$ cat config.mk
export PLATFORM = sky130hd
export DESIGN_NAME = noc_pe_interface
export DESIGN_NICKNAME = d
export VERILOG_FILES = /design/src/rtl/noc_pkg.sv /design/src/rtl/noc_ni_fifo.sv /design/src/rtl/noc_pe_interface.sv
export SDC_FILE = /design/constraint.sdc
export NUM_CORES = 1
export LEC_CHECK = 0
export CAP_MARGIN = 15
export CORE_ASPECT_RATIO = 1.1
export CORE_MARGIN = 4
export CORE_UTILIZATION = 35
export DETAILED_ROUTE_END_ITERATION = 6
export GPL_TIMING_DRIVEN = 0
export MAX_ROUTING_LAYER = met4
export PLACE_DENSITY_LB_ADDON = 0.15
export SYNTH_ARGS = -nofsm -noshare
export SYNTH_HDL_FRONTEND = slang
export SYNTH_SLANG_ARGS = --single-unit
$ cat constraint.sdc
create_clock -name clk -period 3.6 [get_ports clk]
set_input_delay 0.54 -clock clk [delete_from_list [all_inputs] [get_ports clk]]
set_output_delay 0.54 -clock clk [all_outputs]
set_load 0.05 [all_outputs]
$ cat src/rtl/noc_pkg.sv
// Shared definitions for the NoC PE network interface: flit field layout,
// TX state encoding and a flit builder for the default node configuration.
package noc_pkg;

    localparam int NOC_X_SIZE     = 2;
    localparam int NOC_Y_SIZE     = 2;
    localparam int NOC_DATA_WIDTH = 8;

    localparam int DST_Y_LSB  = 0;
    localparam int DST_X_LSB  = NOC_Y_SIZE;
    localparam int SRC_Y_LSB  = NOC_X_SIZE + NOC_Y_SIZE;
    localparam int SRC_X_LSB  = SRC_Y_LSB + NOC_Y_SIZE;
    localparam int DATA_LSB   = 2 * NOC_X_SIZE + 2 * NOC_Y_SIZE;
    localparam int FLIT_WIDTH = DATA_LSB + NOC_DATA_WIDTH;

    typedef enum logic {
        TX_IDLE = 1'b0,
        TX_SEND = 1'b1
    } tx_state_e;

    function automatic logic [FLIT_WIDTH-1:0] make_flit(
        input logic [NOC_DATA_WIDTH-1:0] data,
        input logic [NOC_X_SIZE-1:0]     sx,
        input logic [NOC_Y_SIZE-1:0]     sy,
        input logic [NOC_X_SIZE-1:0]     dx,
        input logic [NOC_Y_SIZE-1:0]     dy
    );
        return {data, sx, sy, dx, dy};
    endfunction

endpackage

$ cat src/rtl/noc_ni_fifo.sv
// Synchronous FIFO with asynchronous active-low clear; DEPTH must be a power of 2.
module noc_ni_fifo #(
    parameter int WIDTH = 12,
    parameter int DEPTH = 4
) (
    input  logic                       clk,
    input  logic                       rst_n,
    input  logic                       push_i,
    input  logic                       pop_i,
    input  logic [WIDTH-1:0]           din_i,
    output logic [WIDTH-1:0]           dout_o,
    output logic                       full_o,
    output logic                       empty_o,
    output logic [$clog2(DEPTH):0]     count_o
);

    localparam int PTR_W = $clog2(DEPTH);
    localparam int CNT_W = PTR_W + 1;

    logic [WIDTH-1:0] mem_q [DEPTH];
    logic [PTR_W-1:0] wr_ptr_q, rd_ptr_q;
    logic [CNT_W-1:0] count_q, count_d;
    logic             do_push_s, do_pop_s;

    assign full_o    = (count_q == CNT_W'(DEPTH));
    assign empty_o   = (count_q == '0);
    assign do_push_s = push_i & ~full_o;
    assign do_pop_s  = pop_i & ~empty_o;
    assign dout_o    = mem_q[rd_ptr_q];
    assign count_o   = count_q;

    always_comb begin
        count_d = count_q;
        case ({do_push_s, do_pop_s})
            2'b10:   count_d = count_q + CNT_W'(1);
            2'b01:   count_d = count_q - CNT_W'(1);
            default: count_d = count_q;
        endcase
    end

    // Pointers wrap naturally because DEPTH is a power of two.
    always_ff @(posedge clk or negedge rst_n) begin
        if (!rst_n) begin
            wr_ptr_q <= '0;
            rd_ptr_q <= '0;
            count_q  <= '0;
            for (int i = 0; i < DEPTH; i++) mem_q[i] <= '0;
        end else begin
            count_q <= count_d;
            if (do_push_s) begin
                mem_q[wr_ptr_q] <= din_i;
                wr_ptr_q        <= wr_ptr_q + PTR_W'(1);
            end
            if (do_pop_s) begin
                rd_ptr_q <= rd_ptr_q + PTR_W'(1);
            end
        end
    end

endmodule

$ cat src/rtl/noc_pe_interface.sv
// Network interface between a NoC switch PE port and a neuron PE: RX ejection
// buffer with address check, TX packetizer fanning each word out to DEST_LIST.
module noc_pe_interface
    import noc_pkg::*;
#(
    parameter int X_COORD     = 3,
    parameter int Y_COORD     = 1,
    parameter int X_SIZE      = 2,
    parameter int Y_SIZE      = 2,
    parameter int DATA_WIDTH  = 8,
    parameter int TOTAL_WIDTH = 2 * X_SIZE + 2 * Y_SIZE + DATA_WIDTH,
    parameter int RX_DEPTH    = 4,
    parameter int NUM_DEST    = 2,
    parameter logic [NUM_DEST*(X_SIZE+Y_SIZE)-1:0] DEST_LIST = 8'h8D
) (
    input  logic                   clk,
    input  logic                   rstn,
    input  logic                   i_noc_valid,
    input  logic [TOTAL_WIDTH-1:0] i_noc_data,
    output logic                   o_noc_ready,
    output logic                   o_noc_valid,
    output logic [TOTAL_WIDTH-1:0] o_noc_data,
    input  logic                   i_noc_ready,
    output logic                   o_pe_valid,
    output logic [DATA_WIDTH-1:0]  o_pe_data,
    output logic [X_SIZE-1:0]      o_pe_src_x,
    output logic [Y_SIZE-1:0]      o_pe_src_y,
    input  logic                   i_pe_ready,
    input  logic                   i_pe_valid,
    input  logic [DATA_WIDTH-1:0]  i_pe_data,
    output logic                   o_pe_ready,
    output logic                   o_rx_drop
);

    localparam int CW     = X_SIZE + Y_SIZE;
    localparam int FW     = DATA_WIDTH + CW;
    localparam int IDX_W  = (NUM_DEST > 1) ? $clog2(NUM_DEST) : 1;
    localparam logic [X_SIZE-1:0] MY_X = X_SIZE'(X_COORD);
    localparam logic [Y_SIZE-1:0] MY_Y = Y_SIZE'(Y_COORD);

    logic                         rx_accept_s, rx_hit_s, rx_push_s, rx_pop_s;
    logic                         rx_full_s, rx_empty_s;
    logic [FW-1:0]                rx_head_s;
    logic [$clog2(RX_DEPTH):0]    rx_count_s;
    logic                         drop_q;

    tx_state_e                    state_q, state_d;
    logic [IDX_W-1:0]             idx_q, idx_d;
    logic [DATA_WIDTH-1:0]        hold_q, hold_d;
    logic                         pe_ready_q;
    logic [CW-1:0]                dest_s;

    assign o_noc_ready = ~rx_full_s;
    assign rx_accept_s = i_noc_valid & o_noc_ready;
    assign rx_hit_s    = (i_noc_data[CW-1:0] == {MY_X, MY_Y});
    assign rx_push_s   = rx_accept_s & rx_hit_s;
    assign o_pe_valid  = (rx_count_s != '0);
    assign rx_pop_s    = ~rx_empty_s & i_pe_ready;

    // Only {src, data} is buffered; dst is known to be this node.
    noc_ni_fifo #(
        .WIDTH (FW),
        .DEPTH (RX_DEPTH)
    ) u_rx_fifo (
        .clk     (clk),
        .rst_n   (rstn),
        .push_i  (rx_push_s),
        .pop_i   (rx_pop_s),
        .din_i   (i_noc_data[TOTAL_WIDTH-1:CW]),
        .dout_o  (rx_head_s),
        .full_o  (rx_full_s),
        .empty_o (rx_empty_s),
        .count_o (rx_count_s)
    );

    assign o_pe_data  = rx_head_s[FW-1:CW];
    assign o_pe_src_x = rx_head_s[CW-1:Y_SIZE];
    assign o_pe_src_y = rx_head_s[Y_SIZE-1:0];
    assign o_rx_drop  = drop_q;

    assign dest_s      = DEST_LIST[idx_q*CW +: CW];
    assign o_noc_valid = (state_q == TX_SEND);
    assign o_noc_data  = {hold_q, MY_X, MY_Y, dest_s};
    assign o_pe_ready  = pe_ready_q;

    // TX next-state: one flit per DEST_LIST entry, advancing only on acceptance.
    always_comb begin
        state_d = state_q;
        idx_d   = idx_q;
        hold_d  = hold_q;
        case (state_q)
            TX_IDLE: begin
                if (i_pe_valid && pe_ready_q) begin
                    state_d = TX_SEND;
                    idx_d   = '0;
                    hold_d  = i_pe_data;
                end else begin
                    state_d = TX_IDLE;
                end
            end
            TX_SEND: begin
                if (i_noc_ready) begin
                    if (idx_q == IDX_W'(NUM_DEST - 1)) begin
                        state_d = TX_IDLE;
                    end else begin
                        idx_d = idx_q + IDX_W'(1);
                    end
                end else begin
                    state_d = TX_SEND;
                end
            end
            default: begin
                state_d = TX_IDLE;
                idx_d   = '0;
            end
        endcase
    end

    // State, TX holding registers, registered PE-ready and drop pulse.
    always_ff @(posedge clk or negedge rstn) begin
        if (!rstn) begin
            state_q    <= TX_IDLE;
            idx_q      <= '0;
            hold_q     <= '0;
            pe_ready_q <= 1'b0;
            drop_q     <= 1'b0;
        end else begin
            state_q    <= state_d;
            idx_q      <= idx_d;
            hold_q     <= hold_d;
            pe_ready_q <= (state_d == TX_IDLE);
            drop_q     <= rx_accept_s & ~rx_hit_s;
        end
    end

endmodule

==> results of run 1 <==
-- kinds of logic after synthesis --
family / after synthesis / share of synthesized area (%)
adder cells (fa/ha/maj): 6 / 2.531
multiplexers: 70 / 32.86
AO/OA/AOI/OAI: 2 / 0.5752
other: 2 / 0.2301
buffers and inverters: 23 / 5.981
XOR/XNOR: 6 / 1.611
AND/OR/NAND/NOR: 17 / 4.832
flip-flops: 67 / 51.38
-- critical path: stages, from the launching register on --
cell,delay (ps)
dfrtp_1,440
buf_1,600
mux4_2,360
clkdlybuf4s50_1,800
-- registers in the layout (all words and copies together), names as in the netlist --
signal / count
idx_q: 1
u_rx_fifo.wr_ptr_q: 2
u_rx_fifo.count_o: 3
o_rx_drop: 1
u_rx_fifo.mem_q: 48
u_rx_fifo.rd_ptr_q: 2
hold_q: 8
o_noc_valid: 1
o_pe_ready: 1
-- worst max path at each step --
stage / depth (start not counted) / endpoint / startpoint
3_3_place_gp: 1 / u_rx_fifo.mem_q[0] / rstn
5_1_grt: 4 / o_pe_src_y[0] / u_rx_fifo.rd_ptr_q[0]
2_1_floorplan: 9 / u_rx_fifo.count_o[2] / u_rx_fifo.count_o[0]
4_1_cts: 3 / o_pe_data[2] / u_rx_fifo.rd_ptr_q[1]
6_report: 3 / o_pe_data[2] / u_rx_fifo.rd_ptr_q[1]
3_5_place_dp: 3 / o_pe_data[2] / u_rx_fifo.rd_ptr_q[1]
-- cell usage after synthesis (2+ instances only) --
| cell | number |
|---|---|
| inv_1 | 6 |
| conb_1 | 2 |
| xnor2_1 | 3 |
| nor2_1 | 2 |
| dfrtp_1 | 67 |
| mux2_4 | 40 |
| mux4_2 | 12 |
| buf_6 | 2 |
| ha_1 | 5 |
| mux2_2 | 17 |
| nand4_4 | 4 |
| xor2_1 | 3 |
| buf_4 | 7 |
| nand2_1 | 5 |
| buf_2 | 2 |
| buf_12 | 4 |
-- power groups by stage --
stage | sequential, mW | combinational [mW] | clock [mW]
2_1_floorplan | 1.36 | 1.05 | 0
3_3_place_gp | 1.19 | 1.70 | 0
3_5_place_dp | 1.19 | 1.72 | 0
4_1_cts | 1.18 | 1.72 | 0.723
5_1_grt | 1.22 | 1.79 | 0.754
6_report | 1.18 | 1.69 | 0.702
-- cell type report --
cell class                 instances  area (um2)  area share (%)
buffer                            17       172.7           4.106
inverter                           6       22.52          0.5356
clock buffer                      10       137.6           3.273
clock inverter                     6       88.84           2.112
sequential                        67        1677           39.87
timing repair buffer              56       558.0           13.27
tap                              114       142.6           3.392
multi-input combinational        107        1406           33.44
-- per-stage QoR --
stage	utilization (%)	setup WS, ps	cell area [um2]	TNS [ps]
after global placement	44.42	-432.1	3981	-28750
after floorplan	-	1440	3278	0
final	46.92	524.0	4205	0
after detailed placement	44.39	843.7	3979	0
after global routing	46.92	394.2	4205	0
after CTS	46.92	465.3	4205	0
-- layer usage --
metal | vias up | wire [um] | part of all wire (%)
met5 | - | 0 | 0
met4 | 0 | 54 | 0.88
met2 | 39 | 2918 | 48
li1 | 815 | - | -
met3 | 7 | 268 | 4.4
met1 | 895 | 2864 | 47
==> out/metrics.yaml, run 1 <==
numCtsBuffers: 9
r2r_cells: 9
hold_path_class: "primary input to asynchronous set/reset pin"
critPathLaunchType: "flip-flop"
fin_crit_sh_pct: 85.44
rsz0062_at_grt: "false"
cts_root_buf: "clkbuf_8"
power_frac_clock_pct: 19.7
internal-power_mw: 2.194
avgViaCountPerCell: 4.585
grt_max_degree: 68
synth_seq_cells: 67
timing.slew.headroom_pct: 43.56
finalCriticalPeriod_ps: 3076
setup_viol_count_final: 0
cts.clk_slew.worst_paths_ps: 80
die_y_um: 109.3
powerDensity_nw_per_um2: 848.5
portBuffers: 56
synth_cell_types: 28
post_cts_buffers: 0
synth_edf_count: 0
clk_latency_ps: 340
netlist_area_um2: 3263
wirelength_um: 6105
timing.rr.end: "u_rx_fifo.count_o[2]"
worstSetupPathType: "flip-flop to output port"
reg2reg_from: "u_rx_fifo.count_o[0]"
end_kind: "output port"
grt_util_met1_pct: 16.37
route.vias.total: 1756
yosysTopAreaCell: "dfrtp_1"
drv_slew: 0
die_area_um2: 10930
ys_seq_area_share_pct: 51.38
synthTopCellsByArea: "dfrtp_1 (51%), mux2_4 (18%), mux4_2 (8.3%)"
status: "completed"
synthCells: 193
max_freq_ghz: 0.3251
grt_antenna_before_repair: 0
switching_share_pct: 38.51
first_iter_violations: 48
core_um2: 8964
ys_async_sr_fraction_pct: 100.0
comb_power_share_pct: 47.3
final_cell_mix: "dfrtp_1 (67), clkdlybuf4s50_1 (55), mux2_4 (40), mux2_2 (17), mux4_2 (12)"
vdd_drop_max_mv: 0.2883
postSynthAreaPerCell_um2: 16.91
yosysTopAreaCellShare_pct: 51.38
p_leak_nw: 2.004
cts_tree: "yes"
rrSetupSlack_ps: 1360
syn2layout_area_growth_pct: 28.87
met2_usage_pct: 18.59
arrival_ps: 2540
grt_pass1_vias: 1927
num_rows: 36
pwr-share-seq_pct: 33.1
start_util_pct: 36.40
cap_violations: 0
total_power_mw: 3.568
ctsResizeCount: 0
route.detailed.drc: 0
synthFlopType: "dfrtp_1"
htree_levels: 3
pin_count: 63
dp_hpwl_um: 4108
finalHoldViolCount: 0
grt_pass1_wl_um: 10110
num-fill-cells: 810
grt_util_all_layers_pct: 12.51
placed_cells: 367
crit_fanout: 10
p_switching_mw: 1.374
firstDrtPassIters: 4
holdBufCountCts: 0
fin_cells: 383
fin_hold_ws_ps: 303.7
grt_busiest_layer: "met2"
grt_use_met3_pct: 2.751
clockBufferDepth: 2
final_common_cell: "dfrtp_1"
die_x_um: 100.1
clkSinkCount: 67
wire_per_inst_um: 15.94
required_ps: 3060
antennaDiodeCount: 0
skew_ps: 7.806
grt_overflow: 0
synth_warnings: 0
antenna_left: 0
gp_congestion: 0.7350
fin_nets: 300
tightest_slew_ps: 846.6
drive_gt1_share_pct: 40.15
Note: power is estimated with default switching activity, not from simulation.
==> run 2: changes to the inputs <==
Settings changed: RECOVER_POWER set to 100.
==> run 2 against run 1 <==
The flow now finishes with violations (capacitance limit, slew limit); total power decreased by 5.6%; global-route usage did not move; cell count unchanged; flip-flop and latch count is the same; combinational power shrank 11%; worst setup slack got worse by 53 ps; routed wire length down 2.1%; first-iteration DRC count down 21%; clock skew is essentially flat; worst hold slack better by 190 ps; sequential power about the same; non-clock buffer count unchanged; highest routed layer unchanged.
==> out/metrics.yaml, run 2 (synthesized netlist as in run 1, its figures left out) <==
die_y_um: 109.3  # unchanged
wirelength_um: 5979  # -2.1%
htree_levels: 3  # unchanged
dp_hpwl_um: 4108  # unchanged
grt_max_degree: 68  # unchanged
route.detailed.drc: 0  # unchanged
status: "complete, but fails checks"
fin_nets: 300  # unchanged
fin_setup_tns_ps: 0  # unchanged
powerDensity_nw_per_um2: 856.4  # +0.92%
cts_tree: "yes"
whs_path_depth: 1
portBuffers: 56  # unchanged
firstDrtPassIters: 4  # unchanged
drive_gt1_share_pct: 23.42  # -17 points
worstSetupPathType: "flip-flop to output port"
avgViaCountPerCell: 4.559  # -0.57%
antennaDiodeCount: 0  # unchanged
clk_latency_ps: 340  # about the same
grt_overflow: 0  # unchanged
rrSetupSlack_ps: 1380  # +20 ps
drv_slew: 68  # +68
max_freq_ghz: 0.3196  # -1.7%
final_common_cell: "dfrtp_1"
final_cell_area_um2: 3935  # -6.4%
multi_input_area_um2: 1211  # -14%
vdd_drop_max_mv: 0.2788  # -3.3%
violations: "capacitance limit, slew limit"
largest_reg_flops: 48  # unchanged
gp_congestion: 0.7350  # unchanged
wire_per_inst_um: 15.61  # -2.1%
finalHoldViolCount: 0  # unchanged
cap_violations: 1  # +1
post_cts_buffers: 0  # unchanged
p_leak_nw: 1.866  # -6.9%
reg2reg_from: "u_rx_fifo.count_o[0]"
core_um2: 8964  # unchanged
first_iter_violations: 38  # -21%
max_stage_delay_ps: 870  # +70 ps
holdBufCountCts: 0  # unchanged
num-fill-cells: 858  # +5.9%
crit_path_cell_trace: "clkbuf_1 > mux4_2 > dlygate4sd3_1"
skew_ps: 7.803  # -0.003360 ps
grt_util_all_layers_pct: 12.51  # unchanged
cpMaxStageDelayCell: "dlygate4sd3_1"
die_area_um2: 10930  # unchanged
finalCriticalPeriod_ps: 3129  # +52.55 ps
die_x_um: 100.1  # unchanged
regMostFlops: "u_rx_fifo.mem_q"
num_rows: 36  # unchanged
end_kind: "output port"
critPathLaunchType: "flip-flop"
antenna_left: 0  # unchanged
clockBufferDepth: 2  # unchanged
timing.rr.end: "u_rx_fifo.mem_q[10]"
grt_antenna_before_repair: 0  # unchanged
route.vias.total: 1746  # -0.57%
crit_fanout: 10  # unchanged
rsz0062_at_grt: "false"
placed_cell_area_um2: 3979  # unchanged
register_area_um2: 1677  # unchanged
arrival_ps: 2590  # +50 ps
required_ps: 3060  # about the same
fin_crit_sh_pct: 86.90  # +1.5 points
ctsResizeCount: 0  # unchanged
grt_pass1_wl_um: 10110  # unchanged
hold_path_class: "flip-flop to flip-flop"
clkSinkCount: 67  # unchanged
tightest_slew_ps: 1665  # +818.3 ps
r2r_cells: 5  # -4
final_cell_mix: "dfrtp_1 (67), mux2_1 (36), dlygate4sd3_1 (29), clkdlybuf4s50_1 (26), mux2_2 (17)"
cts.clk_slew.worst_paths_ps: 70  # about the same
setup_viol_count_final: 0  # unchanged
numCtsBuffers: 9  # unchanged
cts_root_buf: "clkbuf_8"
pin_count: 63  # unchanged
syn2layout_area_growth_pct: 20.59
crit_end: "o_pe_src_y[0]"
critPathLaunch: "u_rx_fifo.rd_ptr_q[1]"
start_util_pct: 36.40  # unchanged
grt_pass1_vias: 1927  # unchanged
timing.slew.headroom_pct: -11.00  # -55 points
## run 2: stage by stage
step / hold slack (ps) / setup slack, ps / utilization (%) / instances / total power, mW
final: 494.2 / 471.5 / 43.90 / 383 / 3.370
after global routing: 505.0 / 337.5 / 43.90 / 383 / 3.570
after CTS: 329.0 / 465.3 / 46.92 / 383 / 3.621
after detailed placement: 488.9 / 843.7 / 44.39 / 367 / 2.906
after global placement: 485.4 / -432.1 / 44.42 / 367 / 2.887
after floorplan: 244.4 / 1440 / - / 197 / 2.408
## run 2: per-layer routing
metal,share of wire (%),vias to the layer above,global-route usage [%]
li1,-,816,-
met1,47,886,16.37
met2,47,35,18.59
met3,4.5,9,2.751
met4,1.7,0,5.775
met5,0,-,-
## run 2: final cells by class
type	instances	area share, %
flip-flops and latches	67	42.61
inverters	6	0.5723
clock buffers	10	3.498
clock inverters	6	2.258
plain buffers	17	2.544
repair buffers	56	14.12
well taps	114	3.625
multi-input cells	107	30.78
## run 2: how the worst min path moves through the flow
stage          slack (ps)                  end                start
6_report              490  u_rx_fifo.mem_q[20]  u_rx_fifo.mem_q[20]
5_1_grt               500  u_rx_fifo.mem_q[16]  u_rx_fifo.mem_q[16]
4_1_cts               330  u_rx_fifo.mem_q[39]                 rstn
3_5_place_dp          490  u_rx_fifo.mem_q[12]  u_rx_fifo.mem_q[12]
3_3_place_gp          490  u_rx_fifo.mem_q[22]  u_rx_fifo.mem_q[22]
2_1_floorplan         240            hold_q[0]                 rstn
## run 2: report_power, final
group	internal [mW]	switching [mW]	leakage, nW
logic	0.609	0.889	0.890
clock network	0.409	0.292	0.108
registers	1.02	0.152	0.868
total	2.04	1.33	1.87
## run 2: critical path, delay by kind of cell, from the launching register on
kind     cells  cell delay [ps]
buf+inv      2             1470
mux          1              340
flops        1              440
